### src/rtl/shared_reg_write_arbiter.sv
// Round-robin single-writer port onto one shared W-bit register; ack is combinational and q/q_vld/gid follow one cycle later.
// No request queueing: clr blocks all grants, and an ungranted requester must hold req until it sees ack.
module shared_reg_write_arbiter #(
  parameter int N  = 4,
  parameter int W  = 8,
  parameter int CW = 8,
  localparam int GW = $clog2(N)
) (
  input  logic           clk,
  input  logic           rst,
  input  logic           clr,
  input  logic [N-1:0]   req,
  input  logic [N*W-1:0] wdata,
  input  logic           cnt_clr,
  output logic [N-1:0]   ack,
  output logic [W-1:0]   q,
  output logic           q_vld,
  output logic [GW-1:0]  gid,
  output logic [CW-1:0]  conflicts
);

  logic [GW-1:0] ptr;
  logic [GW-1:0] gnt;
  logic          gnt_vld;
  logic          contention;

  // Scan offsets from farthest to nearest so the request closest to ptr wins.
  always_comb begin
    int idx;
    gnt_vld = 1'b0;
    gnt     = '0;
    idx     = 0;
    for (int k = N - 1; k >= 0; k--) begin
      idx = int'(ptr) + k;
      if (idx >= N) idx = idx - N;
      if (req[idx]) begin
        gnt_vld = 1'b1;
        gnt     = GW'(idx);
      end
    end
  end

  always_comb begin
    ack = '0;
    if (rst && !clr && gnt_vld) ack[gnt] = 1'b1;
  end

  // Two or more bits set: clearing the lowest set bit leaves something behind.
  assign contention = !clr && ((req & (req - N'(1))) != '0);

  always_ff @(posedge clk or negedge rst) begin
    if (!rst) begin
      q         <= '0;
      q_vld     <= 1'b0;
      gid       <= '0;
      ptr       <= '0;
      conflicts <= '0;
    end else begin
      if (clr) begin
        q     <= '0;
        q_vld <= 1'b0;
      end else if (gnt_vld) begin
        q     <= wdata[gnt*W +: W];
        q_vld <= 1'b1;
        gid   <= gnt;
        ptr   <= (gnt == GW'(N - 1)) ? '0 : gnt + GW'(1);
      end

      if (cnt_clr) begin
        conflicts <= '0;
      end else if (contention && (conflicts != {CW{1'b1}})) begin
        conflicts <= conflicts + CW'(1);
      end
    end
  end

endmodule

### config.mk
export PLATFORM = sky130hd
export DESIGN_NAME = shared_reg_write_arbiter
export DESIGN_NICKNAME = d
export VERILOG_FILES = /design/src/rtl/shared_reg_write_arbiter.sv
export SDC_FILE = /design/constraint.sdc
export NUM_CORES = 1
export LEC_CHECK = 0
export ABC_AREA = 1
export ABC_CLOCK_PERIOD_IN_PS = 2300
export BUFFER_PORTS_ARGS = -buffer_cell sky130_fd_sc_hd__buf_4
export CAP_MARGIN = 10
export CORE_ASPECT_RATIO = 0.5
export CORE_MARGIN = 2
export CORE_UTILIZATION = 50
export CTS_BUF_LIST = sky130_fd_sc_hd__clkbuf_8
export DETAILED_ROUTE_END_ITERATION = 8
export PLACE_DENSITY_LB_ADDON = 0.1
export SYNTH_ARGS = -nofsm -noshare
export SYNTH_HDL_FRONTEND = slang
export SYNTH_SLANG_ARGS = --single-unit
### constraint.sdc
create_clock -name clk -period 2.3 [get_ports clk]
set_input_delay 0.23 -clock clk [delete_from_list [all_inputs] [get_ports clk]]
set_output_delay 0.23 -clock clk [all_outputs]
set_load 0.02 [all_outputs]
==> impl_metrics.yaml, run 1 <==
global_route:
  grt_pass1_wl_microns: 6610
  grt_antenna_before_repair: 0
  busiest_layer: "met2"
  grt.total_usage: 0.241
  use_met3: 0.0532
  use_met2: 0.424
  gr-total-overflow: 0
  grt_use_met1: 0.304
  grt_pass1_vias: 1553
  grt_max_degree: 23
worst_setup_path:
  worstPathArrival_ps: 1980
  cpMostUsedCell: "nand2_2"
  slowest_delay_ps: 460
  setup.worst_path.class: "flop to output port"
  required_ps: 2070
  r2r_start: "ptr[0]"
  cp-start-kind: "flop"
  crit_fanout: 7
  crit_start: "ptr[0]"
  cp-end-kind: "output port"
  path_cells: "buf_4, nand2_1, nand2_2, nand2_2, nand2_1, nand2_2, nand3_4, nand2_4, inv_4, ha_1, inv_1, nor2_1, buf_4"
  slowest_stage: "dfrtp_2"
yosys:
  synth_enable_flop_cells: 0
  yosysMostFrequentCell: "nand2_1"
  syn-num-nets: 273
  synth_top_area_frac: 0.347
  synth-seq-cells: 21
  syn_area_per_cell_sq_um: 6.64
  synth_cell_types: 26
  yosys-top-cells-count: "67 x nand2_1, 41 x nand3_1, 32 x inv_1"
  synthCells: 228
  netlist_area_sq_mm: 0.00151
  yosys.area.top_type: "dfrtp_1"
  ys_warn_count: 0
  ys_seq_area_frac: 0.347
  async_flop_share: 1.00
  synthFlopType: "dfrtp_1"
  synthTopCellsByArea: "dfrtp_1 35%, nand2_1 17%, nand3_1 14%"
die:
  die_w_microns: 81.8
  ios: 63
  die_area_sq_mm: 0.00351
  fp-row-count: 14
  die_h_microns: 42.9
  core_sq_mm: 0.00294
  start_util: 0.514
cts:
  cts_max_level: 1
  clk_pin_slew_ps: 80
  cts_tree: "done"
  clk_latency_ps: 270
  cts.sinks: 21
  clockBufferDepth: 2
  cts_buffers: 3
  root_buffer: "clkbuf_8"
sta:
  maxSlewViolCount: 0
  max_slew_margin: 0.761
  min_period_ps: 2210
  hold_viol: 0
  fin_skew_ps: 1.64
  setup_viol_count_final: 0
  rsz0062_at_grt: "true"
  worst_slew_pin_slew_ps: 358
  fmax_mhz: 453
  tns_ps: 0
  timing.final.crit_share: 0.959
run:
  cap_violations: 0
placement:
  placed_cell_area_sq_mm: 0.00202
  dp_hpwl_microns: 3000
  port-buffer-count: 62
  gp_congestion: 0.957
pwr:
  pwr-share-clk: 0.095
  ir_drop_mv: 0.809
  power.density_mw_per_mm2: 1220
  seqPwrFrac: 0.205
  p_sw_w: 0.00131
  p_int_w: 0.00139
  leakagePower_nw: 1.23
  comb_power_share: 0.701
  switching_share: 0.484
final_layout:
  stdcell_area_sq_mm: 0.00221
  fin_nets: 353
  drive_above_1_share: 0.345
  antenna_cells: 0
  synthToLayoutAreaGrowth_pct: 46.0
worst_hold_path:
  min_path_type: "primary input to flop"
  hold_start: "cnt_clr"
route:
  drc: 0
  wl_microns: 4210
  wl_per_cell_microns: 12.1
  dr_total_vias: 1762
  vias_per_cell: 5.08
  ant_nets: 0
  drt_pass1_iterations: 4
  drtIter0Drc: 171
run_status:
  run_status: "finished, final reports clean"
-- placed cells by master (no fill, tap or decap), types with 2 or more instances in the layout --
master     n
nand4_1    3
dfrtp_1   20
inv_2      4
nand3_2    2
nand3_4    2
buf_4     78
nand2_2    7
a21oi_1    6
clkbuf_8   3
or2_2      3
nor2_1    18
o21ai_0    6
nand3_1   39
inv_1     30
a31oi_1    2
nand2_1   64
nor3_1     2
ha_1       5
-- power groups by stage --
stage | clock, W | combinational, W | sequential [W]
2_1_floorplan | 0 | 0.00107 | 0.000636
3_3_place_gp | 0 | 0.00150 | 0.000553
3_5_place_dp | 0 | 0.00153 | 0.000551
4_1_cts | 0.000264 | 0.00160 | 0.000549
5_1_grt | 0.000277 | 0.00208 | 0.000569
6_report | 0.000256 | 0.00189 | 0.000552
-- path summary, 6_finish.rpt --
kind	end	slack, ps	cells after the start
worst max-delay path	ack[0]	90	13
worst min register to register	q_vld	480	2
min in group asynchronous	conflicts[0]	380	2
max in group asynchronous	ptr[0]	1660	2
worst min-delay path	conflicts[0]	130	2
worst max register to register	q[1]	430	13
-- logic make-up (layout without fill, tap and decap cells) --
| group | after synthesis | count (layout) | share of synthesized area |
|---|---|---|---|
| simple gates | 143 | 143 | 0.427 |
| flops | 21 | 21 | 0.347 |
| buf+inv | 40 | 119 | 0.112 |
| compound gates | 18 | 18 | 0.0661 |
| fa+ha+maj | 5 | 5 | 0.0413 |
| xor+xnor | 1 | 1 | 0.00579 |
-- final cells by class --
class | instances | area [sq um]
Multi-Input combinational cell | 167 | 855
Fill cell | 248 | 732
Timing Repair Buffer | 79 | 596
Sequential cell | 21 | 527
Inverter | 36 | 138
Tap cell | 40 | 50.0
Clock buffer | 3 | 41.3
Clock inverter | 1 | 5.00
-- per-stage QoR --
stage	power [W]	hold WS [ps]	cells	util	setup slack, ps
floorplan	0.00171	-65.6	228	-	312
global placement	0.00205	139	329	0.685	275
detailed placement	0.00208	142	329	0.685	191
CTS	0.00241	121	335	0.710	12.5
global route	0.00293	126	347	0.751	-36.6
finish	0.00270	128	347	0.751	94.2
-- sequential cells by signal (all words and copies together) (netlist names) --
signal / cells
conflicts: 8
gid: 2
q_vld: 1
ptr: 2
q: 8
-- what timing repair did --
action,in CTS,in global routing
pin swaps,1,2
endpoints found under the setup margin,4,4
hold endpoints to repair,21,0
gates resized for setup,3,9
hold buffers,1,0
setup buffers,1,12
-- metal layers --
layer,part of all wire,vias to the layer above
li1,-,881
met1,0.41,780
met2,0.48,91
met3,0.095,10
met4,0.018,0
met5,0,-
-- worst max-delay path: cells and delay by family, from the launching register on --
kind / cells / cell delay [ps]
adders and majority gates: 1 / 190
DFF: 1 / 460
and+or+nand+nor: 8 / 650
buffers and inverters: 4 / 430
No activity file was read; power rests on OpenSTA's default activity.
==> run 2, diff against run 1 <==
--- a/config.mk
+++ b/config.mk
@@ -10,9 +10,9 @@
 export BUFFER_PORTS_ARGS = -buffer_cell sky130_fd_sc_hd__buf_4
 export CAP_MARGIN = 10
 export CORE_ASPECT_RATIO = 0.5
-export CORE_MARGIN = 2
-export CORE_UTILIZATION = 50
-export CTS_BUF_LIST = sky130_fd_sc_hd__clkbuf_8
+export CORE_MARGIN = 3
+export CORE_UTILIZATION = 48
+export CTS_BUF_LIST = sky130_fd_sc_hd__clkbuf_4 sky130_fd_sc_hd__clkbuf_8 sky130_fd_sc_hd__clkbuf_16
 export DETAILED_ROUTE_END_ITERATION = 8
 export PLACE_DENSITY_LB_ADDON = 0.1
 export SYNTH_ARGS = -nofsm -noshare
==> impl_metrics.yaml, run 2 (same netlist as run 1, synthesis figures left out) <==
route:
  drt_pass1_iterations: 5
  drtIter0Drc: 129
  vias_per_cell: 5.19
  drc: 0
  ant_nets: 0
  wl_per_cell_microns: 13.3
  dr_total_vias: 1766
  wl_microns: 4530
die:
  core_sq_mm: 0.00280
  fp-row-count: 13
  ios: 63
  die_w_microns: 85.4
  die_h_microns: 45.7
  die_area_sq_mm: 0.00390
  start_util: 0.541
sta:
  tns_ps: 0
  fmax_mhz: 445
  setup_viol_count_final: 0
  min_period_ps: 2250
  fin_skew_ps: 2.58
  timing.final.crit_share: 0.977
  setup_ws_ps: 52.9
  hold_viol: 0
  max_slew_margin: 0.794
  hold_slack_ps: 119
  maxSlewViolCount: 0
  worst_slew_pin_slew_ps: 308
worst_setup_path:
  slowest_stage: "dfrtp_2"
  r2r_end: "q[4]"
  r2r_setup_slack_ps: 220
  cp-start-kind: "flop"
  setup.worst_path.class: "flop to output port"
  required_ps: 2070
  worstPathArrival_ps: 2020
  ff2ff_path_depth: 12
  cp-end-kind: "output port"
  slowest_delay_ps: 490
  crit_fanout: 8
  r2r_start: "ptr[0]"
  path_cells: "inv_2, nand2_1, nand2_2, nor2_1, nor2_1, nand3_2, nand2_8, inv_6, ha_1, inv_2, nor2_4, buf_6"
final_layout:
  drive_above_1_share: 0.366
  antenna_cells: 0
  largestRegisters: "conflicts x8, q x8"
  final_cell_mix: "71 x buf_4, 59 x nand2_1, 38 x nand3_1, 29 x inv_1, 19 x dfrtp_1"
  synthToLayoutAreaGrowth_pct: 47.2
  fin_nets: 349
  layout_commonest_cell: "buf_4"
  final_cells: 340
global_route:
  grt.total_usage: 0.231
  gr-total-overflow: 0
  grt_max_degree: 23
  grt_pass1_vias: 1641
  grt_antenna_before_repair: 0
  grt_pass1_wl_microns: 7090
worst_hold_path:
  min_path_type: "primary input to flop"
  hold_path_depth: 2
  hold_start: "cnt_clr"
  min_to: "conflicts[0]"
placement:
  dpl_worst_slack_ps: 165
  dp_hpwl_microns: 3220
  post-place-cells: 328
  gp_congestion: 0.866
  port-buffer-count: 62
cts:
  cts.sinks: 21
  clockBufferDepth: 2
  cts_tree: "done"
  clk_pin_slew_ps: 80
  cts_max_level: 1
  root_buffer: "clkbuf_8"
  clk_latency_ps: 270
  cts_buffers: 3
run:
  cap_violations: 0
pwr:
  leakagePower_nw: 1.22
  power.density_mw_per_mm2: 1250
  ir_drop_mv: 0.763
  p_total_w: 0.00279
run_status:
  run_status: "finished, final reports clean"
[run 2: cell count changes in the layout (fill, tap and decap cells not counted), moves of 2 or more]
cell / delta
nand2_1: -5
buf_4: -7
nand2_2: +5
nand3_2: +2
buf_6: +3
[run 2: how the worst max path moves through the flow]
stage	startpoint	end	slack (ps)	cells past startpoint
global placement	ptr[0]	ack[2]	290	13
global route	ptr[0]	ack[1]	-40	11
detailed placement	ptr[0]	ack[2]	170	13
floorplan	ptr[0]	ack[3]	310	10
finish	ptr[0]	ack[2]	50	12
CTS	ptr[0]	ack[2]	40	13
[run 2: repair_timing]
item                                   CTS  global route
endpoints found under the hold margin   21             0
pin swaps                                1             9
buffers inserted                         4             3
hold buffers                             1             0
setup endpoints to repair                4             4
gates resized for setup                  2            26
[run 2: worst max-delay path, delay by kind of cell, from the launching register on]
kind | cells | cell delay, ps
adders and majority gates | 1 | 190
buffers and inverters | 4 | 350
DFF | 1 | 490
and+or+nand+nor | 7 | 720
[run 2: routing by layer]
| layer | track usage | routed length [microns] | vias up |
|---|---|---|---|
| li1 | - | - | 875 |
| met1 | 0.256 | 1830 | 798 |
| met2 | 0.448 | 2220 | 82 |
| met3 | 0.0704 | 412 | 11 |
| met4 | 0.0536 | 72 | 0 |
| met5 | 0 | 0 | - |
[run 2: per-stage QoR]
stage,util,area [sq um]
2_1_floorplan,-,1510
3_3_place_gp,0.725,2030
3_5_place_dp,0.725,2030
4_1_cts,0.759,2120
5_1_grt,0.797,2230
6_report,0.797,2230
[run 2: area by class of cell]
type                       instances  area (sq um)
clock buffer                       3          41.3
clock inverter                     1          5.00
fill                             213           569
inverter                          36           143
multi-input combinational        167           888
sequential                        21           528
tap                               37          46.3
timing repair buffer              75           577
[run 2: power by group]
part	leakage, nW	switching [W]	total, W	internal, W
Combinational	0.923	0.00114	0.00196	0.000815
Sequential	0.270	0.0000935	0.000570	0.000477
Clock	0.0255	0.000138	0.000259	0.000121
==> run 3, diff against run 2 <==
--- a/config.mk
+++ b/config.mk
@@ -5,13 +5,12 @@
 export SDC_FILE = /design/constraint.sdc
 export NUM_CORES = 1
 export LEC_CHECK = 0
-export ABC_AREA = 1
 export ABC_CLOCK_PERIOD_IN_PS = 2300
 export BUFFER_PORTS_ARGS = -buffer_cell sky130_fd_sc_hd__buf_4
 export CAP_MARGIN = 10
 export CORE_ASPECT_RATIO = 0.5
 export CORE_MARGIN = 3
-export CORE_UTILIZATION = 48
+export CORE_UTILIZATION = 46
 export CTS_BUF_LIST = sky130_fd_sc_hd__clkbuf_4 sky130_fd_sc_hd__clkbuf_8 sky130_fd_sc_hd__clkbuf_16
 export DETAILED_ROUTE_END_ITERATION = 8
 export PLACE_DENSITY_LB_ADDON = 0.1
==> impl_metrics.yaml, run 3 <==
yosys:
  yosys-top-cells-count: "21 x dfrtp_1, 16 x mux2i_1, 15 x nor2_1"
  syn-num-nets: 172
  ys_seq_area_frac: 0.395
  synthCells: 127
  netlist_area_sq_mm: 0.00133
  synth_cell_types: 29
  ys_warn_count: 0
  synthFlopType: "dfrtp_1"
  synth_enable_flop_cells: 0
  async_flop_share: 1.00
  yosys.area.top_type: "dfrtp_1"
  synthTopCellsByArea: "dfrtp_1 39%, mux2i_1 12%, o221ai_2 9.0%"
  yosysMostFrequentCell: "dfrtp_1"
  syn_area_per_cell_sq_um: 10.5
  synth_top_area_frac: 0.395
  synth-seq-cells: 21
placement:
  dpl_worst_slack_ps: 386
  dp_hpwl_microns: 2550
  port-buffer-count: 62
  gp_congestion: 0.773
  post-place-cells: 224
worst_setup_path:
  setup.worst_path.class: "flop to output port"
  cp-start-kind: "flop"
  required_ps: 2070
  worstPathArrival_ps: 1920
  cp-end-kind: "output port"
  crit_fanout: 9
pwr:
  p_int_w: 0.000879
  ir_drop_mv: 0.419
  seqPwrFrac: 0.352
  power.density_mw_per_mm2: 725
  switching_share: 0.362
  pwr-share-clk: 0.183
  p_sw_w: 0.000499
  leakagePower_nw: 0.954
  comb_power_share: 0.465
die:
  die_h_microns: 44.0
  ios: 63
  fp-row-count: 13
  core_sq_mm: 0.00267
  die_w_microns: 82.1
  die_area_sq_mm: 0.00361
  start_util: 0.499
final_layout:
  fillers: 214
  final_cell_mix: "63 x buf_4, 21 x dfrtp_1, 16 x mux2i_1, 15 x nor2_1, 14 x nand2_1"
  multi_input_area_sq_um: 771
  synthToLayoutAreaGrowth_pct: 42.8
  drive_above_1_share: 0.438
  antenna_cells: 0
  layout_commonest_cell: "buf_4"
  final_cells: 229
  seqCellArea_sq_um: 526
  fin_nets: 238
  largestRegisters: "conflicts x8, q x8"
global_route:
  grt.total_usage: 0.185
  gr-total-overflow: 0
  grt_pass1_wl_microns: 5070
  grt_pass1_vias: 1113
  grt_antenna_before_repair: 0
  grt_max_degree: 26
sta:
  worst_slew_pin_slew_ps: 892
  tns_ps: 0
  max_slew_margin: 0.406
  setup_ws_ps: 147
  maxSlewViolCount: 0
  min_period_ps: 2150
  timing.final.crit_share: 0.936
  rsz0062_at_grt: "false"
  hold_viol: 0
  fin_skew_ps: 3.63
  setup_viol_count_final: 0
  fmax_mhz: 465
worst_hold_path:
  min_path_type: "primary input to flop"
cts:
  clk_pin_slew_ps: 80
  clk_latency_ps: 260
  cts_max_level: 1
  cts_tree: "done"
  root_buffer: "clkbuf_8"
  clockBufferDepth: 2
  cts.sinks: 21
  cts_buffers: 3
route:
  drtIter0Drc: 44
  drt_pass1_iterations: 2
  wl_per_cell_microns: 14.2
  drc: 0
  ant_nets: 0
  vias_per_cell: 5.13
  dr_total_vias: 1175
  wl_microns: 3260
run_status:
  run_status: "finished, final reports clean"
run:
  cap_violations: 0
run 3: cell count changes after synthesis, moves of 3 or more:
cell and change:
a31oi_1 -3, and3_1 +6, inv_1 -29, mux2i_1 +16, nand2_1 -53, nand3_1 -38, nor2_1 -3, o21ai_0 -5
o221ai_2 +8, or2_2 -3, xor2_1 +6
run 3: final timing paths:
| path | slack, ps | depth (start not counted) | from | to |
|---|---|---|---|---|
| worst max-delay path | 150 | 6 | ptr[1] | ack[1] |
| worst min-delay path | 160 | 2 | clr | q_vld |
| worst max register to register | 470 | 6 | conflicts[0] | conflicts[6] |
| worst min register to register | 490 | 2 | q[0] | q[0] |
| max in group asynchronous | 1670 | 2 | rst | q[6] |
| min in group asynchronous | 400 | 2 | rst | gid[0] |
run 3: logic make-up (layout without fill, tap and decap cells):
group | Yosys count | in the layout | share of synthesized area
AND/OR/NAND/NOR | 49 | 49 | 0.178
flip-flops | 21 | 21 | 0.395
AO/OA/AOI/OAI | 19 | 19 | 0.163
multiplexers | 18 | 18 | 0.137
buffers and inverters | 8 | 73 | 0.0348
XOR/XNOR | 7 | 7 | 0.0461
adder cells (fa/ha/maj) | 5 | 5 | 0.0470
run 3: layout make-up:
cell class,count,area share
Multi-Input combinational cell,98,0.406
Sequential cell,21,0.276
Timing Repair Buffer,65,0.260
Clock buffer,4,0.0257
Tap cell,37,0.0244
Inverter,4,0.00790
run 3: layer usage:
layer | GRT usage | vias to the layer above | wire (microns)
met5 | 0 | - | 0
met4 | 0.0298 | 0 | 8
met3 | 0.0671 | 2 | 325
met2 | 0.332 | 41 | 1480
met1 | 0.219 | 544 | 1440
li1 | - | 588 | -
run 3: power groups by stage:
stage	registers (W)	logic, W	clock network, W
floorplan	0.000555	0.000347	0
global placement	0.000488	0.000635	0
detailed placement	0.000491	0.000643	0
CTS	0.000484	0.000646	0.000261
global route	0.000492	0.000695	0.000284
finish	0.000485	0.000641	0.000253
run 3: through the flow:
| stage | util | power, W | hold slack [ps] | area, sq um |
|---|---|---|---|---|
| 2_1_floorplan | - | 0.000902 | -65.6 | 1330 |
| 3_3_place_gp | 0.689 | 0.00112 | 138 | 1840 |
| 3_5_place_dp | 0.689 | 0.00113 | 144 | 1840 |
| 4_1_cts | 0.711 | 0.00139 | 152 | 1900 |
| 5_1_grt | 0.712 | 0.00147 | 152 | 1900 |
| 6_report | 0.712 | 0.00138 | 159 | 1900 |
run 3: critical path, stage by stage (launching register included):
cell,delay [ps]
dfrtp_1,420
nand2b_1,210
a311oi_4,380
buf_6,210
ha_1,150
and3_1,150
buf_4,140
run 3: repair_timing:
| action | CTS | global route |
|---|---|---|
| hold buffers | 1 | 0 |
| endpoints found under the setup margin | 0 | 1 |
| gates resized for setup | 0 | 1 |
| buffers inserted | 0 | 0 |
| hold endpoints to repair | 21 | 0 |
